`src/rtl/counter_pkg.sv`:
```
// Shared constants and types for the upstream modulus counter and its wrap monitor.
package counter_pkg;

  localparam int WIDTH_DEF      = 8;
  localparam int MOD_MAX_DEF    = 46;
  localparam int WRAP_WIDTH_DEF = 8;
  localparam int WRAP_MAX_DEF   = 59;

  typedef enum logic {
    IDLE = 1'b0,
    HOLD = 1'b1
  } snap_state_t;

endpackage

```
`src/rtl/counter_wrap_detect.sv`:
```
// Watches consecutive upstream counter values and flags a natural wrap (terminal value, then 0, no load).
module counter_wrap_detect
  import counter_pkg::*;
#(
  parameter int WIDTH   = WIDTH_DEF,
  parameter int MOD_MAX = MOD_MAX_DEF
) (
  input  logic             clk,
  input  logic             reset_al_in,
  input  logic [WIDTH-1:0] count_i,
  input  logic             load_i,
  output logic             wrap_o,
  output logic             wrap_pulse_o
);

  localparam logic [WIDTH-1:0] ModMax = WIDTH'(MOD_MAX);

  logic [WIDTH-1:0] prevCount_q;
  logic             loadD_q;
  logic             wrapPulse_q;

  // prevCount_q resets to 0, so an upstream reset to 0 never looks like a wrap.
  always_ff @(posedge clk or negedge reset_al_in) begin
    if (!reset_al_in) begin
      prevCount_q <= '0;
      loadD_q     <= 1'b0;
      wrapPulse_q <= 1'b0;
    end else begin
      prevCount_q <= count_i;
      loadD_q     <= load_i;
      wrapPulse_q <= wrap_o;
    end
  end

  assign wrap_o       = (prevCount_q >= ModMax) && (count_i == '0) && !loadD_q;
  assign wrap_pulse_o = wrapPulse_q;

endmodule

```
`src/rtl/counter_wrap_monitor.sv`:
```
// Wrap monitor for the modulus up-counter: wrap pulse, modulo wrap count with sticky overflow,
// and a valid/ready snapshot port for the register/debug block.
module counter_wrap_monitor
  import counter_pkg::*;
#(
  parameter int WIDTH      = WIDTH_DEF,
  parameter int MOD_MAX    = MOD_MAX_DEF,
  parameter int WRAP_WIDTH = WRAP_WIDTH_DEF,
  parameter int WRAP_MAX   = WRAP_MAX_DEF
) (
  input  logic                  clk,
  input  logic                  reset_al_in,
  input  logic [WIDTH-1:0]      count_in,
  input  logic                  count_load_in,
  input  logic                  clear_in,
  input  logic                  snap_req_in,
  input  logic                  snap_ready_in,
  output logic                  wrap_pulse_out,
  output logic [WRAP_WIDTH-1:0] wrap_count_out,
  output logic                  overflow_out,
  output logic                  snap_valid_out,
  output logic [WIDTH-1:0]      snap_count_out,
  output logic [WRAP_WIDTH-1:0] snap_wraps_out,
  output logic                  snap_drop_out
);

  localparam logic [WRAP_WIDTH-1:0] WrapMax = WRAP_WIDTH'(WRAP_MAX);

  logic                  wrap;
  logic [WRAP_WIDTH-1:0] wrapCount_q, wrapCount_d;
  logic                  overflow_q, overflow_d;
  snap_state_t           state_q;
  logic                  snapValid_q;
  logic [WIDTH-1:0]      snapCount_q;
  logic [WRAP_WIDTH-1:0] snapWraps_q;
  logic                  snapDrop_q;

  counter_wrap_detect #(
    .WIDTH   (WIDTH),
    .MOD_MAX (MOD_MAX)
  ) u_detect (
    .clk          (clk),
    .reset_al_in  (reset_al_in),
    .count_i      (count_in),
    .load_i       (count_load_in),
    .wrap_o       (wrap),
    .wrap_pulse_o (wrap_pulse_out)
  );

  // Clear beats a coincident wrap, which is simply lost.
  always_comb begin
    wrapCount_d = wrapCount_q;
    overflow_d  = overflow_q;
    if (clear_in) begin
      wrapCount_d = '0;
      overflow_d  = 1'b0;
    end else if (wrap) begin
      if (wrapCount_q == WrapMax) begin
        wrapCount_d = '0;
        overflow_d  = 1'b1;
      end else begin
        wrapCount_d = wrapCount_q + WRAP_WIDTH'(1);
      end
    end
  end

  always_ff @(posedge clk or negedge reset_al_in) begin
    if (!reset_al_in) begin
      wrapCount_q <= '0;
      overflow_q  <= 1'b0;
    end else begin
      wrapCount_q <= wrapCount_d;
      overflow_q  <= overflow_d;
    end
  end

  // The snapshot takes the wrap count as it stood before this edge's update.
  always_ff @(posedge clk or negedge reset_al_in) begin
    if (!reset_al_in) begin
      state_q     <= IDLE;
      snapValid_q <= 1'b0;
      snapCount_q <= '0;
      snapWraps_q <= '0;
      snapDrop_q  <= 1'b0;
    end else begin
      snapDrop_q <= 1'b0;
      case (state_q)
        IDLE: begin
          if (snap_req_in) begin
            snapCount_q <= count_in;
            snapWraps_q <= wrapCount_q;
            snapValid_q <= 1'b1;
            state_q     <= HOLD;
          end
        end
        HOLD: begin
          snapDrop_q <= snap_req_in;
          if (snap_ready_in) begin
            snapValid_q <= 1'b0;
            state_q     <= IDLE;
          end
        end
        default: begin
          snapValid_q <= 1'b0;
          state_q     <= IDLE;
        end
      endcase
    end
  end

  assign wrap_count_out = wrapCount_q;
  assign overflow_out   = overflow_q;
  assign snap_valid_out = snapValid_q;
  assign snap_count_out = snapCount_q;
  assign snap_wraps_out = snapWraps_q;
  assign snap_drop_out  = snapDrop_q;

endmodule

```
`config.mk`:
```
export PLATFORM = sky130hd
export DESIGN_NAME = counter_wrap_monitor
export DESIGN_NICKNAME = d
export VERILOG_FILES = /design/src/rtl/counter_pkg.sv /design/src/rtl/counter_wrap_detect.sv /design/src/rtl/counter_wrap_monitor.sv
export SDC_FILE = /design/constraint.sdc
export NUM_CORES = 1
export LEC_CHECK = 0
export ABC_AREA = 1
export CAP_MARGIN = 15
export CORE_UTILIZATION = 47
export DETAILED_ROUTE_END_ITERATION = 10
export GPL_TIMING_DRIVEN = 0
export HOLD_SLACK_MARGIN = 0.06
export MAX_ROUTING_LAYER = met4
export PLACE_DENSITY = 0.78
export SLEW_MARGIN = 10
export SYNTH_ARGS = -nofsm -noshare
export SYNTH_HDL_FRONTEND = slang
export SYNTH_SLANG_ARGS = --single-unit
export TNS_END_PERCENT = 30
```
`constraint.sdc`:
```
create_clock -name clk -period 1.75 [get_ports clk]
set_clock_uncertainty 0.15 [all_clocks]
set_input_delay 0.525 -clock clk [delete_from_list [all_inputs] [get_ports clk]]
set_output_delay 0.525 -clock clk [all_outputs]
set_load 0.02 [all_outputs]
```
==> qor_table.md, run 1 <==
| Step | Quantity | This run |
| --- | --- | --- |
| setup path | Slowest library cell on the worst path | dfrtp_1 |
| global route | Global-route wire length before repair | 6265 um |
| synthesis | Share of the yosys chip area belonging to registers | 57.68% |
| global route | Largest net degree at the start of global routing | 38 |
| final layout | Antenna diode count | 0 |
| setup path | Endpoint kind of the worst setup timing path | output pin |
| sta | Highest attainable clock frequency | 0.5847 GHz |
| sta | Worst-margin pin slew | 798.9 ps |
| sta | Setup repair after global routing missed its margin | no |
| drt | Via density per instance | 5.085 |
| global route | Global-route track usage on met2 | 40.19% |
| setup path | Sum of buffers and inverters on the critical path | 1 |
| sta | Minimum setup slack in the final design | 39.81 ps |
| die | Top-Level Pins | 42 |
| clock network | Post-CTS clock slew at the launch and capture registers of the worst setup and hold paths | 120 ps |
| final layout | Synthesis-to-finish area growth | 29.93% |
| synthesis | Most frequent cell after synthesis | nand2_1 |
| final layout | Layout Utilization | 66.15% |
| clock network | Number of buffers created by CTS | 5 |
| placement | Total half-perimeter wirelength after legalization and detailed placement | 2609 um |
| setup path | Largest fanout on the critical path | 2 |
| die | Die area | 3653 um^2 |
| synthesis | Flip-flop and latch count after synthesis | 37 |
| setup path | Nature of the critical path startpoint | flop |
| setup path | Crit path max-delay family | flip-flops |
| drt | Number of detailed-route iterations in the first pass | 4 |
| sta | Final clock period utilization by the worst path | 97.73% |
| die | Core Area | 3153 um^2 |
| global route | Initial antenna violation count | 0 |
| global route | Met1 global-route usage | 29.09% |
| global route | Vias in the first global route | 1,382 |
| die | Number of rows created at floorplan | 20 |
| synthesis | Syn Nets | 189 |
| setup path | Classification of the worst setup path | flop to output pin |
| run status | Outcome | finished clean |
| flow run | Max capacitance violation total | 0 |
| placement | Placed Cells incl. Taps | 258 |
| synthesis | Count of cell types in the netlist | 18 |
| clock network | CTS tree | built |
| drt | Number of DRC violations after detailed routing | 0 |
| synthesis | Most common library cells after synthesis | nand2_1, dfrtp_1, nand3_1, inv_1, nor2_1 |
| synthesis | Post-synthesis instance area | 1605 um^2 |
| sta | Final setup fails | 0 |
| synthesis | Yosys warning count | 0 |
| setup path | Largest stage delay on the critical path | 400 ps |
| die | Die height | 60.44 um |
| setup path | CP Cell Sequence | clkdlybuf4s15_1 |
| synthesis | Main synth FF type | dfrtp_1 |
| global route | Remaining global-route overflow | 0 |
| clock network | Clk_lat worst skew | 350 ps |
| synthesis | Avg Synthesized Cell Area | 9.226 um^2 |
| clock network | Number of H-tree levels | 2 |
| final layout | Fraction of final layout cells with drive strength greater than 1 | 24.23% |
| synthesis | Number of flops mapped to enable cells by yosys | 0 |
| sta | Final Hold Viols | 0 |
| placement | Final weighted congestion of routability-driven global placement | 0.8947 |
| clock network | Clk sink count | 37 |
| global route | Met3 Use GR | 6.183% |
| synthesis | Largest cells by area after synthesis | dfrtp_1, nand2_1, nand3_1, mux2_2, o21ai_0 |
| setup path | Data arrival time of the worst path | 1040 ps |
| sta | Tmin final | 1710 ps |
| die | Effective utilization at floorplan | 50.91% |
| placement | Number of buffer cells added on primary ports | 40 |
| sta | Post-route worst hold slack | 92.94 ps |
| sta | Number of max-slew violations in the final report | 0 |
| sta | Slew HR | 46.74% |
| placement | Post-placement setup slack | -273.0 ps |
| power | Power Dens Cells | 886.2 nW/um^2 |
| clock network | Number of buffers on the longest clock path | 2 |
| placement | Placed Instance Area | 2056 um^2 |
| final layout | Final design area excluding fillers | 2086 um^2 |
| synthesis | Top-area cell type share of the netlist area | 57.68% |
| final layout | Net count, final | 241 |
| setup path | Required time of the critical path | 1070 ps |
| synthesis | Cell type with the largest total area after synthesis | dfrtp_1 |
| global route | Total GRT Usage | 24.67% |
| synthesis | Fraction of synthesis flops using an asynchronous set or reset pin | 100.0% |
| die | Die X | 60.44 um |
| drt | Average wire per cell in the routed design | 13.48 um |
| power | Reported leakage power | 1.023 nW |
| synthesis | Synthesized instance count | 174 |
| drt | Remaining number of nets flagged by the antenna check after routing | 0 |
| drt | Wire length after detailed routing | 3653 um |
| power | Largest vdd supply drop | 0.5784 mV |
| clock network | CTS Root Buffer Type | clkbuf_4 |
| global route | Gr busiest metal | met2 |
| worst hold path | HP Class | input port to async pin |
| drt | Vias after detailed routing | 1,378 |
| final layout | Number of non-filler instances in the completed layout | 271 |
| drt | Number of design-rule violations left by the first detailed-router iteration | 66 |
==> cell families (layout without fill, tap and decap cells) <==
kind of cell	Yosys count	after routing	share of synthesized area (%)
AND/OR/NAND/NOR	92	92	25.57
AO/OA/AOI/OAI	16	16	4.989
flip-flops	37	37	57.68
adder cells (fa/ha/maj)	1	1	0.7793
buffers and inverters	21	74	5.846
multiplexers	7	7	5.144
==> report_power, final <==
group,leakage [nW],internal [mW],switching [mW]
clock network,0.0316,0.159,0.303
registers,0.470,0.937,0.0434
logic,0.521,0.167,0.240
==> worst paths after layout <==
path | from | end | slack, ps | depth (start not counted)
worst max register to register | wrap_count_out[1] | wrap_count_out[1] | 160 | 9
worst max-delay path | snap_wraps_out[5] | snap_wraps_out[5] | 40 | 1
max in group asynchronous | reset_al_in | wrap_count_out[3] | 810 | 1
worst min-delay path | reset_al_in | snap_count_out[2] | 90 | 1
min in group clk | clear_in | overflow_out | 210 | 2
worst min register to register | state_q | snap_valid_out | 320 | 1
==> flip-flops by register name, summed over array words and instances (netlist names), 7 cells and up <==
signal / cells
snap_count_out: 8
snap_wraps_out: 8
u_detect.prevCount_q: 7
wrap_count_out: 8
==> final cells by class <==
cell class	count	area, um^2
Buffer	3	26.28
Clock buffer	5	37.54
Clock inverter	3	21.27
Fill cell	273	1067
Inverter	18	67.56
Multi-Input combinational cell	116	588.1
Sequential cell	37	927.1
Tap cell	44	55.05
Timing Repair Buffer	45	362.8
==> repair_timing <==
action | CTS | global route
hold buffers | 0 | 0
setup buffers | 5 | 0
endpoints found under the setup margin | 28 | 23
resized for setup | 56 | 24
==> cells in the final DEF (no fill, tap or decap) <==
cell type        netlist  final
dfrtp_1               37     36
mux2_4                 1      1
nand3_1               19     19
buf_2                  0      4
dfrtp_2                0      1
o21ai_0               12     12
nand3b_1               1      1
nor2_1                14     14
clkdlybuf4s15_1        0      7
nor2_2                 5      5
clkbuf_2               0     12
nand4_1                1      1
a21oi_1                4      4
dlygate4sd2_1          0      1
clkbuf_1               1      1
clkinv_1               2      2
inv_6                  0      1
clkdlybuf4s15_2        0      5
mux2_2                 6      6
buf_4                  0      5
nand2_2                3      3
clkinv_2               0      1
buf_6                  2      2
nand2_1               47     47
inv_1                 16     16
ha_2                   0      1
nand2_4                2      2
clkinvlp_4             0      1
clkdlybuf4s50_1        0     11
clkbuf_4               0      5
==> metrics by stage <==
step | power, mW | TNS, ps
global route | 1.941 | 0
floorplan | 1.214 | 0
global placement | 1.427 | -31520
finish | 1.848 | 0
detailed placement | 1.446 | -4914
CTS | 1.875 | 0
==> layer usage <==
| metal | part of all wire, % | routed length (um) |
|---|---|---|
| met2 | 50 | 1824 |
| met1 | 42 | 1517 |
| met4 | 2.1 | 77 |
| met5 | 0 | 0 |
| met3 | 6.4 | 234 |
Note: power is estimated with default switching activity, not from simulation.
==> run 2, diff against run 1 <==
Clock period 1.75 ns to 1.9 ns, I/O delays scaled along.
==> run 2 against run 1 <==
Compared with the run above:
- largest cell class unchanged
- largest power group unchanged
- register-to-register slack better by 170 ps
- first-iteration DRC count down 12%
- cell count decreased by 1.8%
- via count down 2.0%
- clock power down 7.6%
- combinational power fell by 12%
- die area stayed put
- highest routed layer unchanged
- global-route usage shrank 1.2 points
- core utilization decreased by 0.28 points
- critical path depth stayed put
==> qor_table.md, run 2 (synthesis gave the netlist of run 1 again) <==
| Step | Quantity | This run |
| --- | --- | --- |
| run status | Outcome | finished clean |
| drt | Remaining number of nets flagged by the antenna check after routing | 0 |
| setup path | Crit path max-delay family | flip-flops |
| final layout | Fraction of final layout cells with drive strength greater than 1 | 15.77% |
| drt | Number of DRC violations after detailed routing | 0 |
| clock network | Number of H-tree levels | 2 |
| global route | Remaining global-route overflow | 0 |
| die | Top-Level Pins | 42 |
| power | Fraction of power spent switching nets | 31.55% |
| drt | Via density per instance | 5.075 |
| clock network | CTS tree | built |
| sta | Final clock period utilization by the worst path | 97.06% |
| placement | Total half-perimeter wirelength after legalization and detailed placement | 2609 um |
| clock network | Post-CTS clock slew at the launch and capture registers of the worst setup and hold paths | 120 ps |
| global route | Initial antenna violation count | 0 |
| worst hold path | HP Class | input port to async pin |
| setup path | Sum of buffers and inverters on the critical path | 1 |
| die | Effective utilization at floorplan | 50.91% |
| power | Largest vdd supply drop | 0.5139 mV |
| die | Die X | 60.44 um |
| power | Combinational share of power | 21.0% |
| sta | Final setup fails | 0 |
| final layout | Commonest non-fill, non-tap cell in the layout | nand2_1 |
| die | Number of rows created at floorplan | 20 |
| final layout | Antenna diode count | 0 |
| sta | Final Hold Viols | 0 |
| sta | Worst-margin pin slew | 789.5 ps |
| final layout | FF+latch area | 930.9 um^2 |
| placement | Placed Cells incl. Taps | 258 |
| global route | Largest net degree at the start of global routing | 38 |
| clock network | CTS Root Buffer Type | clkbuf_4 |
| global route | Gr busiest metal | met2 |
| setup path | Largest stage delay on the critical path | 440 ps |
| placement | Final weighted congestion of routability-driven global placement | 0.8947 |
| clock network | Number of buffers created by CTS | 5 |
| final layout | Synthesis-to-finish area growth | 29.38% |
| setup path | Data arrival time of the worst path | 1120 ps |
| clock network | Number of buffers on the longest clock path | 2 |
| sta | Highest attainable clock frequency | 0.5423 GHz |
| global route | Met1 global-route usage | 28.95% |
| global route | Vias in the first global route | 1,319 |
| sta | Minimum setup slack in the final design | 55.94 ps |
| drt | Number of detailed-route iterations in the first pass | 4 |
| sta | Summed negative setup slack over all endpoints | 0 ps |
| drt | Number of design-rule violations left by the first detailed-router iteration | 58 |
| power | Clock share of power | 25.2% |
| global route | Met3 Use GR | 5.970% |
| power | Post-layout power | 1.691 mW |
| final layout | Area taken by multi-input logic gates | 585.6 um^2 |
| sta | Slew HR | 47.37% |
| die | Die height | 60.44 um |
| final layout | Layout Utilization | 65.87% |
| power | Fraction of power consumed by sequential logic | 53.7% |
| clock network | Clk sink count | 37 |
| sta | Post-route worst hold slack | 130.9 ps |
| setup path | Endpoint kind of the worst setup timing path | output pin |
| setup path | Largest fanout on the critical path | 5 |
| global route | Total GRT Usage | 23.50% |
| drt | Vias after detailed routing | 1,350 |
| global route | Global-route track usage on met2 | 36.58% |
| final layout | Most frequent cells in the layout | nand2_1, dfrtp_1, dlygate4sd2_1 |
| setup path | Register-to-register setup slack | 330 ps |
| clock network | Clk_lat worst skew | 360 ps |
| final layout | # fillers | 287 |
| flow run | Max capacitance violation total | 0 |
| final layout | Net count, final | 236 |
| die | Core Area | 3153 um^2 |
| die | Die area | 3653 um^2 |
| setup path | Required time of the critical path | 1180 ps |
| final layout | Number of non-filler instances in the completed layout | 266 |
| setup path | CP Cell Sequence | dlygate4sd2_1 |
| setup path | Slowest library cell on the worst path | dfrtp_1 |
| power | Reported leakage power | 1.045 nW |
| drt | Wire length after detailed routing | 3533 um |
| sta | Setup repair after global routing missed its margin | no |
| power | Int Power | 1.158 mW |
| clock network | Buffers inserted during post-CTS setup optimization | 0 |
| placement | Number of buffer cells added on primary ports | 40 |
| clock network | Hold-fix buffers, CTS | 0 |
| setup path | Classification of the worst setup path | flop to output pin |
| drt | Average wire per cell in the routed design | 13.28 um |
| setup path | Nature of the critical path startpoint | flop |
| placement | Post-placement setup slack | -168.0 ps |
| final layout | Final design area excluding fillers | 2077 um^2 |
| power | Net switching power | 533.7 uW |
| sta | Tmin final | 1844 ps |
| global route | Global-route wire length before repair | 5947 um |
| sta | Number of max-slew violations in the final report | 0 |
| power | Power Dens Cells | 814.3 nW/um^2 |
| placement | Placed Instance Area | 2056 um^2 |
==> run 2: cell types whose count changed in the layout (fill, tap and decap cells not counted), sizes merged <==
cell	delta
dlygate4sd2	+21
clkdlybuf4s15	-9
buf	-8
clkbuf	-9
==> run 2: worst register-to-register path, stage by stage (launching register included) <==
cell and delay (ps):
dfrtp_1 450, ha_1 260, inv_1 70, nor2_1 130, nand2_2 130, nand2_1 90
nor2_1 50, nand2_1 90, nand2_1 50
==> run 2: final timing paths <==
path,start,to,cells past startpoint
min in group clk,clear_in,overflow_out,2
worst max register to register,wrap_count_out[1],wrap_count_out[1],8
worst min-delay path,reset_al_in,snap_drop_out,1
worst max-delay path,wrap_count_out[6],wrap_count_out[6],1
max in group asynchronous,reset_al_in,wrap_count_out[4],1
worst min register to register,state_q,snap_valid_out,1
==> run 2: layer usage <==
layer  vias to the layer above  part of all wire, %
met1                       653                   43
met2                        40                   50
met4                         0                  2.0
met3                         8                  5.1
met5                         -                    0
li1                        649                    -
==> run 2: what timing repair did <==
action                     4_1_cts  5_1_grt
setup endpoints to repair       28        6
hold endpoints to repair         0        0
resized for setup               31       10
pin swaps                        0        0
==> run 2: final cells by class <==
class | instances | share of cell area, %
timing repair buffer | 40 | 16.99
clock buffer | 5 | 1.807
buffer | 3 | 1.265
clock inverter | 3 | 1.024
inverter | 18 | 3.253
sequential | 37 | 44.82
multi-input combinational | 116 | 28.19
tap | 44 | 2.651
==> run 2: power groups by stage <==
stage,combinational [mW],sequential [mW],clock (mW)
after global placement,0.395,0.919,0
after global routing,0.387,0.921,0.465
after CTS,0.361,0.908,0.435
final,0.356,0.909,0.427
after detailed placement,0.405,0.926,0
after floorplan,0.117,1.00,0
==> run 3, diff against run 2 <==
Settings changed: GPL_TIMING_DRIVEN 0 to default, HOLD_SLACK_MARGIN 0.06 to default.
==> run 3 against run 2 <==
Compared with the run above:
- sequential power decreased by 1%
- core utilization increased by 3.3 points
- global-route usage decreased by 0.50 points
- clock power decreased by 4%
- maximum frequency increased by 2.0%
- sequential cell count unchanged
- combinational power increased by 6.5%
==> qor_table.md, run 3 (synthesis gave the netlist of run 1 again) <==
| Step | Quantity | This run |
| --- | --- | --- |
| run status | Outcome | finished clean |
| sta | Number of max-slew violations in the final report | 0 |
| clock network | CTS tree | built |
| placement | Final weighted congestion of routability-driven global placement | 0.8604 |
| clock network | CTS Root Buffer Type | clkbuf_4 |
| setup path | CP Cell Sequence | dlygate4sd2_1 |
| placement | Total half-perimeter wirelength after legalization and detailed placement | 2618 um |
| power | Net switching power | 484.9 uW |
| final layout | Fraction of final layout cells with drive strength greater than 1 | 17.02% |
| die | Effective utilization at floorplan | 50.91% |
| clock network | Number of H-tree levels | 2 |
| sta | Highest attainable clock frequency | 0.5529 GHz |
| setup path | Endpoint kind of the worst setup timing path | output pin |
| clock network | Buffers inserted during post-CTS setup optimization | 0 |
| final layout | Commonest non-fill, non-tap cell in the layout | nand2_1 |
| final layout | Synthesis-to-finish area growth | 35.78% |
| global route | Global-route wire length before repair | 5858 um |
| sta | Slew HR | 70.19% |
| power | Clock share of power | 24.4% |
| die | Top-Level Pins | 42 |
| drt | Number of detailed-route iterations in the first pass | 4 |
| drt | Vias after detailed routing | 1,373 |
| final layout | Most frequent cells in the layout | nand2_1, dfrtp_1, dlygate4sd2_1 |
| worst hold path | HP Class | input port to async pin |
| power | Reported leakage power | 1.141 nW |
| setup path | Data arrival time of the worst path | 1090 ps |
| final layout | FF+latch area | 925.9 um^2 |
| clock network | Post-CTS clock slew at the launch and capture registers of the worst setup and hold paths | 100 ps |
| drt | Remaining number of nets flagged by the antenna check after routing | 0 |
| setup path | Nature of the critical path startpoint | flop |
| power | Fraction of power consumed by sequential logic | 53.1% |
| sta | Final Hold Viols | 0 |
| flow run | Max capacitance violation total | 0 |
| setup path | Largest stage delay on the critical path | 420 ps |
| sta | Final setup fails | 0 |
| global route | Initial antenna violation count | 0 |
| sta | Post-route worst hold slack | 111.1 ps |
| global route | Remaining global-route overflow | 0 |
| setup path | Register-to-register setup slack | 300 ps |
| final layout | # fillers | 279 |
| sta | Final clock period utilization by the worst path | 95.18% |
| sta | Tmin final | 1808 ps |
| setup path | Slowest library cell on the worst path | dfrtp_1 |
| die | Number of rows created at floorplan | 20 |
| power | Int Power | 1.203 mW |
| power | Combinational share of power | 22.5% |
| clock network | Hold-fix buffers, CTS | 0 |
| power | Largest vdd supply drop | 0.5890 mV |
| clock network | Clk_lat worst skew | 330 ps |
| power | Power Dens Cells | 774.2 nW/um^2 |
| final layout | Area taken by multi-input logic gates | 585.6 um^2 |
| power | Post-layout power | 1.688 mW |
| power | Fraction of power spent switching nets | 28.74% |
| drt | Number of design-rule violations left by the first detailed-router iteration | 84 |
| die | Core Area | 3153 um^2 |
| die | Die X | 60.44 um |
| drt | Via density per instance | 4.921 |
| sta | Setup repair after global routing missed its margin | no |
| setup path | Reg2Reg Launch Point | wrap_count_out[0] |
| placement | Post-placement setup slack | -122.2 ps |
| placement | Number of buffer cells added on primary ports | 41 |
| setup path | Classification of the worst setup path | flop to output pin |
| clock network | Number of buffers on the longest clock path | 2 |
| die | Die area | 3653 um^2 |
| drt | Number of DRC violations after detailed routing | 0 |
| setup path | Sum of buffers and inverters on the critical path | 1 |
| sta | Worst-margin pin slew | 447.1 ps |
| global route | Largest net degree at the start of global routing | 38 |
| global route | Vias in the first global route | 1,406 |
| die | Die height | 60.44 um |
| global route | Total GRT Usage | 23.00% |
| sta | Minimum setup slack in the final design | 91.50 ps |
| final layout | Net count, final | 250 |
| setup path | Beginning of the critical path | wrap_count_out[7] |
| setup path | Required time of the critical path | 1180 ps |
| clock network | Clk sink count | 37 |
| clock network | Number of buffers created by CTS | 5 |
| setup path | Largest fanout on the critical path | 4 |
| drt | Wire length after detailed routing | 3437 um |
| final layout | Antenna diode count | 0 |
| setup path | Crit path max-delay family | flip-flops |
| drt | Average wire per cell in the routed design | 12.32 um |
## run 3: changes by cell type in the layout (fill, tap and decap cells not counted), sizes merged
cell / previous run / this run
inv: 17 / 16
clkinv: 3 / 2
dlygate4sd2: 22 / 28
clkbuf: 9 / 7
buf: 3 / 17
clkdlybuf4s50: 11 / 12
clkdlybuf4s15: 3 / 0
clkinvlp: 1 / 0
## run 3: path summary, 6_finish.rpt
check,endpoint,depth (start not counted)
worst max-delay path,wrap_count_out[7],1
worst min-delay path,wrap_count_out[1],2
worst max register to register,wrap_count_out[4],9
worst min register to register,snap_valid_out,1
max in group asynchronous,u_detect.loadD_q,2
min in group clk,snap_valid_out,1
## run 3: metrics by stage
step / utilization, % / setup TNS (ps) / cells / instance area [um^2]
2_1_floorplan: - / 0 / 174 / 1605
3_3_place_gp: 68.49 / -522.6 / 272 / 2160
3_5_place_dp: 68.49 / -912.0 / 272 / 2160
4_1_cts: 69.13 / 0 / 279 / 2180
5_1_grt: 69.13 / 0 / 279 / 2180
6_report: 69.13 / 0 / 279 / 2180
## run 3: cell type report
class                   instances  share of cell area (%)
multi-input cells             116                   26.87
well taps                      44                   2.526
inverters                      18                   3.100
clock buffers                   7                   2.526
flip-flops and latches         37                   42.48
repair buffers                 57                   22.50
## run 3: routing by layer
metal / global-route usage, % / vias up / wire length (um)
li1: - / 676 / -
met1: 28.28 / 647 / 1505
met2: 36.11 / 42 / 1651
met3: 5.970 / 8 / 214
met4: 9.416 / 0 / 65
met5: - / - / 0
## run 3: power by group through the flow
stage	Sequential [mW]	Clock, mW	Combinational, mW
after floorplan	1.00	0	0.117
after global placement	0.912	0	0.423
after detailed placement	0.916	0	0.428
after CTS	0.898	0.424	0.383
after global routing	0.906	0.452	0.413
final	0.897	0.412	0.379
## run 3: repair_timing
action,4_1_cts,5_1_grt
endpoints found under the setup margin,28,0
resized for setup,28,0
endpoints found under the hold margin,0,0
